===== config.mk =====
export PLATFORM = sky130hd
export DESIGN_NAME = boss_hit_judge_mc_flat
export DESIGN_NICKNAME = d
export VERILOG_FILES = /design/src/rtl/boss_hit_judge_mc_if.sv /design/src/rtl/boss_hit_judge_mc.sv /design/src/flat_wrapper.sv
export SDC_FILE = /design/constraint.sdc
export NUM_CORES = 1
export LEC_CHECK = 0
export CORE_MARGIN = 8
export CORE_UTILIZATION = 55
export CTS_CLUSTER_SIZE = 14
export DETAILED_ROUTE_END_ITERATION = 10
export HOLD_SLACK_MARGIN = 0.15
export PLACE_DENSITY = 0.85
export SETUP_SLACK_MARGIN = 0.02
export SKIP_CTS_REPAIR_TIMING = 1
export SYNTH_ARGS = -nofsm -noshare
export SYNTH_HDL_FRONTEND = slang
export SYNTH_SLANG_ARGS = --single-unit
export TNS_END_PERCENT = 5

===== constraint.sdc =====
create_clock -name clk -period 4.5 [get_ports clk]
set_clock_uncertainty 0.15 [all_clocks]
set_input_delay 0.675 -clock clk [delete_from_list [all_inputs] [get_ports clk]]
set_output_delay 0.675 -clock clk [all_outputs]
set_load 0.005 [all_outputs]

===== src/rtl/boss_hit_judge_mc_if.sv =====
// Boss hit-judge bundle: boss/bullet geometry in, hit/kill/health/state out.
interface boss_hit_judge_mc_if #(
    parameter int NB = 4,
    parameter int HW = 4
);
    logic [9:0]         boss_x;
    logic [9:0]         boss_y;
    logic [NB*10-1:0]   b_x;
    logic [NB*10-1:0]   b_y;
    logic [NB-1:0]      b_en;
    logic               boss_en;
    logic [HW-1:0]      max_health;
    logic [NB-1:0]      b_kill;
    logic               hit;
    logic [HW-1:0]      health;
    logic               boom;
    logic               revive;
    logic [2:0]         state;

    modport master (
        output boss_x, boss_y, b_x, b_y, b_en, boss_en, max_health,
        input  b_kill, hit, health, boom, revive, state
    );

    modport slave (
        input  boss_x, boss_y, b_x, b_y, b_en, boss_en, max_health,
        output b_kill, hit, health, boom, revive, state
    );
endinterface


===== src/rtl/boss_hit_judge_mc.sv =====
// Boss collision judge: per-channel bullet hitbox test, damage, and
// IDLE/ALIVE/INVULN/DEAD/REVIVE lifecycle on one shared dwell timer.
module boss_hit_judge_mc #(
    parameter int NB       = 4,
    parameter int HW       = 4,
    parameter int BOX_L    = 10,
    parameter int BOX_R    = 50,
    parameter int BOX_T    = 40,
    parameter int BOX_B    = 50,
    parameter int Y_OFS    = 480,
    parameter int DMG_MODE = 0,
    parameter int INV_CYC  = 150000,
    parameter int DEAD_CYC = 67108864,
    parameter int REV_CYC  = 375000
) (
    input  logic                 clk,
    input  logic                 rst,
    boss_hit_judge_mc_if.slave   bus
);
    localparam int MAXC = (INV_CYC > DEAD_CYC)
                        ? ((INV_CYC > REV_CYC) ? INV_CYC : REV_CYC)
                        : ((DEAD_CYC > REV_CYC) ? DEAD_CYC : REV_CYC);
    localparam int TW = $clog2(MAXC + 1);

    typedef enum logic [2:0] {
        S_IDLE   = 3'd0,
        S_ALIVE  = 3'd1,
        S_INVULN = 3'd2,
        S_DEAD   = 3'd3,
        S_REVIVE = 3'd4
    } state_e;

    state_e          state_q, state_d;
    logic [TW-1:0]   timer_q, timer_d;
    logic [HW-1:0]   health_q, health_d;
    logic [NB-1:0]   kill_q, kill_d;
    logic            hit_q, hit_d;
    logic [10:0]     ax_q, ax_d;
    logic [10:0]     ay_q, ay_d;
    logic [NB-1:0]   coll;
    logic [15:0]     dmg;
    logic [HW-1:0]   left;
    logic [HW-1:0]   eff_max;
    logic [15:0]     ax, ay, bx, by;

    assign eff_max = (bus.max_health == '0) ? HW'(1) : bus.max_health;
    assign ax_d    = {1'b0, bus.boss_x};
    assign ay_d    = 11'(bus.boss_y) + 11'(Y_OFS);
    assign ax      = 16'(ax_q);
    assign ay      = 16'(ay_q);

    // Bounds rearranged to additions so nothing can go negative; this also
    // gives the clamp-at-zero behaviour of the left edge for free.
    always_comb begin
        coll = '0;
        bx   = '0;
        by   = '0;
        for (int i = 0; i < NB; i++) begin
            bx = 16'(bus.b_x[10*i +: 10]);
            by = 16'(bus.b_y[10*i +: 10]);
            coll[i] = bus.b_en[i]
                    && (bx + 16'(BOX_L) >= ax)
                    && (bx < ax + 16'(BOX_R))
                    && (by + 16'(BOX_T) > ay)
                    && (by < ay + 16'(BOX_B));
        end
    end

    always_comb begin
        dmg = '0;
        if (DMG_MODE != 0) begin
            for (int i = 0; i < NB; i++) begin
                dmg = dmg + 16'(coll[i]);
            end
        end else begin
            dmg = 16'd1;
        end
        left = (16'(health_q) > dmg) ? HW'(16'(health_q) - dmg) : '0;
    end

    always_comb begin
        state_d  = state_q;
        timer_d  = timer_q + TW'(1);
        health_d = health_q;
        kill_d   = '0;
        hit_d    = 1'b0;
        case (state_q)
            S_IDLE: begin
                health_d = eff_max;
                timer_d  = '0;
                state_d  = S_ALIVE;
            end
            S_ALIVE: begin
                timer_d = '0;
                if (|coll) begin
                    kill_d   = coll;
                    hit_d    = 1'b1;
                    health_d = left;
                    state_d  = (left == '0) ? S_DEAD : S_INVULN;
                end
            end
            S_INVULN: begin
                if (timer_q == TW'(INV_CYC - 1)) begin
                    state_d = S_ALIVE;
                    timer_d = '0;
                end
            end
            S_DEAD: begin
                if (timer_q == TW'(DEAD_CYC - 1)) begin
                    state_d  = S_REVIVE;
                    timer_d  = '0;
                    health_d = eff_max;
                end
            end
            S_REVIVE: begin
                if (timer_q == TW'(REV_CYC - 1)) begin
                    state_d = S_ALIVE;
                    timer_d = '0;
                end
            end
            default: begin
                state_d = S_IDLE;
                timer_d = '0;
            end
        endcase
        // Despawn wins over anything else happening this cycle.
        if (!bus.boss_en) begin
            state_d  = S_IDLE;
            timer_d  = '0;
            health_d = eff_max;
            kill_d   = '0;
            hit_d    = 1'b0;
        end
    end

    always_ff @(posedge clk) begin
        if (!rst) begin
            state_q  <= S_IDLE;
            timer_q  <= '0;
            health_q <= eff_max;
            kill_q   <= '0;
            hit_q    <= 1'b0;
            ax_q     <= '0;
            ay_q     <= '0;
        end else begin
            state_q  <= state_d;
            timer_q  <= timer_d;
            health_q <= health_d;
            kill_q   <= kill_d;
            hit_q    <= hit_d;
            ax_q     <= ax_d;
            ay_q     <= ay_d;
        end
    end

    assign bus.b_kill = kill_q;
    assign bus.hit    = hit_q;
    assign bus.health = health_q;
    assign bus.boom   = (state_q == S_DEAD);
    assign bus.revive = (state_q == S_REVIVE);
    assign bus.state  = state_q;
endmodule


===== src/flat_wrapper.sv =====
// flat-port wrapper written by rule: the top's interface ports become plain ports
module boss_hit_judge_mc_flat 
#(
    parameter int NB       = 4,
    parameter int HW       = 4,
    parameter int BOX_L    = 10,
    parameter int BOX_R    = 50,
    parameter int BOX_T    = 40,
    parameter int BOX_B    = 50,
    parameter int Y_OFS    = 480,
    parameter int DMG_MODE = 0,
    parameter int INV_CYC  = 150000,
    parameter int DEAD_CYC = 67108864,
    parameter int REV_CYC  = 375000
)
  (clk, rst, bus_boss_x, bus_boss_y, bus_b_x, bus_b_y, bus_b_en, bus_boss_en, bus_max_health, bus_b_kill, bus_hit, bus_health, bus_boom, bus_revive, bus_state);
  boss_hit_judge_mc_if #(.NB(NB), .HW(HW)) bus_i ();
  input  logic clk;
  input  logic rst;
  input wire logic [$bits(bus_i.boss_x)-1:0] bus_boss_x;
  input wire logic [$bits(bus_i.boss_y)-1:0] bus_boss_y;
  input wire logic [$bits(bus_i.b_x)-1:0] bus_b_x;
  input wire logic [$bits(bus_i.b_y)-1:0] bus_b_y;
  input wire logic [$bits(bus_i.b_en)-1:0] bus_b_en;
  input wire logic [$bits(bus_i.boss_en)-1:0] bus_boss_en;
  input wire logic [$bits(bus_i.max_health)-1:0] bus_max_health;
  output wire logic [$bits(bus_i.b_kill)-1:0] bus_b_kill;
  output wire logic [$bits(bus_i.hit)-1:0] bus_hit;
  output wire logic [$bits(bus_i.health)-1:0] bus_health;
  output wire logic [$bits(bus_i.boom)-1:0] bus_boom;
  output wire logic [$bits(bus_i.revive)-1:0] bus_revive;
  output wire logic [$bits(bus_i.state)-1:0] bus_state;
  assign bus_i.boss_x = bus_boss_x;
  assign bus_i.boss_y = bus_boss_y;
  assign bus_i.b_x = bus_b_x;
  assign bus_i.b_y = bus_b_y;
  assign bus_i.b_en = bus_b_en;
  assign bus_i.boss_en = bus_boss_en;
  assign bus_i.max_health = bus_max_health;
  assign bus_b_kill = bus_i.b_kill;
  assign bus_hit = bus_i.hit;
  assign bus_health = bus_i.health;
  assign bus_boom = bus_i.boom;
  assign bus_revive = bus_i.revive;
  assign bus_state = bus_i.state;
  boss_hit_judge_mc #(.NB(NB), .HW(HW), .BOX_L(BOX_L), .BOX_R(BOX_R), .BOX_T(BOX_T), .BOX_B(BOX_B), .Y_OFS(Y_OFS), .DMG_MODE(DMG_MODE), .INV_CYC(INV_CYC), .DEAD_CYC(DEAD_CYC), .REV_CYC(REV_CYC)) u_core (.clk(clk), .rst(rst), .bus(bus_i));
endmodule

==> qor.yml <==
routing:
  drtIter0Drc: 640
  wl_um: 19900
  ant_nets: 0
  wl_per_cell_um: 17.1
  drt_pre_antenna_iters: 5
  via_per_inst: 5.93
  vias: 6897
  drc: 0
setup_path:
  required_ns: 4.40
  startpoint_type: "register"
  endpoint_kind: "register"
  cp-startpoint: "u_core.ay_q[2]$_SDFF_PN0_"
  path_class: "register to register"
  rr_startpoint: "u_core.ay_q[2]$_SDFF_PN0_"
  crit_fanout: 4
  cp_data_arrival_time_ns: 4.14
global_route:
  antenna_found_initial: 0
  gr-total-overflow: 0
  grt_pass1_vias: 6589
  grt_pass1_wl_um: 31900
  grt_max_degree: 29
  track_usage: 0.239
placed_design:
  gp_congestion: 0.928
  dp_cells: 1148
  dp_hpwl_um: 16200
  port_buffers: 124
clock_tree:
  cts_tree: "yes"
  htree_num_levels: 3
  insertion_delay_ns: 0.33
  cts_inserted_buffers: 9
  clockBufferDepth: 2
  cts_sinks: 60
  cts_root_buf: "clkbuf_16"
  clk_pin_slew_ns: 0.05
synth:
  ys_async_sr_fraction: 0
  yosysSeqAreaShare: 0.178
  syn-cell-area_mm2: 0.00696
  synth_compound_area_frac: 0.171
  synth_edf_count: 4
  yosys.area_share.simple: 0.197
  ys_warn_count: 0
  synth_nets: 1121
  avgSynthCellArea_um2: 8.28
  synth.area.top_cells: "ha_1, dfxtp_1, xnor2_1"
  yosys.area.top_type: "ha_1"
  synth_top_family_by_area: "adder cells"
  synth_xor_area_frac: 0.108
  yosys.area.top_type_share: 0.306
  yosysUniqueCellTypes: 54
  synth_flop_cell: "dfxtp_1"
  synthAdderAreaFrac: 0.306
  synth.area.mux_share: 0.00144
  synthCells: 840
  ys_ff_latch: 60
finish:
  final_cell_mix: "ha_1, clkdlybuf4s50_1, nor2_1"
  fill_cells: 947
  layout-area-overhead-vs-synth_pct: 26.9
  stdcell_count: 1164
  regArea_mm2: 0.00124
  final_common_cell: "ha_1"
  layout.nets: 1268
  multiInputGateArea_mm2: 0.00546
  diodes: 0
  drive_above_1_share: 0.0464
timing:
  setup_viol: 0
  rsz0062_at_grt: "no"
  final_hold_viol_count: 0
  tightest_slew_ns: 0.789
  fmax_mhz: 236
  timing.final.crit_share: 0.943
  drv_slew: 0
  slew_headroom: 0.472
  post-route-min-period_ns: 4.25
floorplanning:
  num_rows: 41
  ios: 125
  die-area_mm2: 0.0165
  coreArea_mm2: 0.0125
  die_w_um: 128
  start_util: 0.558
  fp.dieH_um: 128
worst_hold_path:
  hp-class: "register to register"
  min_from: "u_core.timer_q[0]$_SDFF_PN0_"
run:
  cap_violations: 0
power:
  powerDensity_mw_per_mm2: 225
  switching_share: 0.323
  power_switching_w: 0.000643
  clkPwrFrac: 0.340
  ir_drop_mv: 0.289
  power_w: 0.00199
  seqPwrFrac: 0.289
  internal-power_w: 0.00135
  p_leak_nw: 3.69
  comb_power_share: 0.371
outcome:
  status: "complete, no violations"
metrics by stage:
stage | cell area [um^2] | utilization | hold slack [ns] | TNS [ns] | worst slack [ns]
6_report | 8830 | 0.708 | 0.325 | 0 | 0.255
5_1_grt | 8830 | 0.708 | 0.349 | 0 | 0.0232
4_1_cts | 8820 | 0.707 | 0.336 | 0 | 0.187
3_5_place_dp | 8520 | 0.683 | 0.319 | -0.230 | -0.0577
3_3_place_gp | 8520 | 0.683 | 0.277 | 0 | 0.00651
2_1_floorplan | 6960 | - | 0.262 | 0 | 0.607
path summary, 6_finish.rpt:
| path | endpoint | slack [ns] | depth (start not counted) |
|---|---|---|---|
| setup / recovery | u_core.bus.health[1]$_DFFE_PP_ | 0.25 | 15 |
| hold / removal | u_core.timer_q[0]$_SDFF_PN0_ | 0.32 | 1 |
| setup reg to reg | u_core.bus.health[1]$_DFFE_PP_ | 0.25 | 15 |
| hold reg to reg | u_core.timer_q[0]$_SDFF_PN0_ | 0.32 | 1 |
cell usage after synthesis, drive strengths merged (2+ instances only):
cell     count
xor2        23
o21bai       2
edfxtp       4
dfxtp       56
a22o         2
nand4       24
nand3       35
a21oi       54
nor3        22
buf          5
ha         170
nand3b       3
o31ai        7
a221oi       2
inv         55
nand2b       4
clkbuf       5
nor4         7
or3          6
a211o        2
and2        20
and3        16
o2111ai     10
a2111oi      5
o311ai       4
o21ai       44
nor2b       10
a211oi       7
o211ai      11
nand2       33
a31oi        5
a311o        2
a21o        12
and4         2
xnor2       63
nor2        85
o21a        11
nor4b        3
sequential cells by signal, indices dropped and copies added, names as in the netlist:
register and flops:
u_core.bus.hit 1, u_core.bus.state 3, u_core.bus.health 4, u_core.timer_q 27, u_core.ay_q 11, u_core.ax_q 10
u_core.bus.b_kill 4
power by group through the flow:
stage | Sequential (W) | Clock, W | Combinational (W)
2_1_floorplan | 0.000581 | 0 | 0.000422
3_3_place_gp | 0.000585 | 0 | 0.000692
3_5_place_dp | 0.000586 | 0 | 0.000717
4_1_cts | 0.000575 | 0.000687 | 0.000725
5_1_grt | 0.000577 | 0.000711 | 0.000825
6_report | 0.000576 | 0.000676 | 0.000739
layer usage:
metal  vias up  wire, um  global-route usage
li1       3376         -                   -
met1      3147      8570               0.304
met2       324      9270               0.396
met3        50      1590              0.0372
met4         0       517              0.0923
met5         -         0                   0
kinds of logic after synthesis:
kind of cell,Yosys count
AO/OA/AOI/OAI,186
XOR/XNOR,86
adder cells (fa/ha/maj),170
buffers and inverters,65
flip-flops,60
multiplexers,1
AND/OR/NAND/NOR,272
worst max-delay path: stages, from the launching register on:
cell and delay, ns:
dfxtp_1 0.35, ha_1 0.24, a211oi_1 0.33, nor2_1 0.14, xnor2_1 0.29, ha_1 0.32, and3_1 0.17, nand3_1 0.10
a21oi_1 0.05, a2111oi_0 0.48, or3_1 0.21, nor4bb_2 0.36, nor4_1 0.11, buf_4 0.16, o311ai_0 0.30, buf_4 0.20
area by class of cell:
cell class | instances | area share
well taps | 172 | 0.0244
inverters | 55 | 0.0234
clock inverters | 7 | 0.00836
repair buffers | 146 | 0.159
multi-input cells | 715 | 0.619
flip-flops and latches | 60 | 0.141
clock buffers | 9 | 0.0255
No activity file was read; power rests on OpenSTA's default activity.
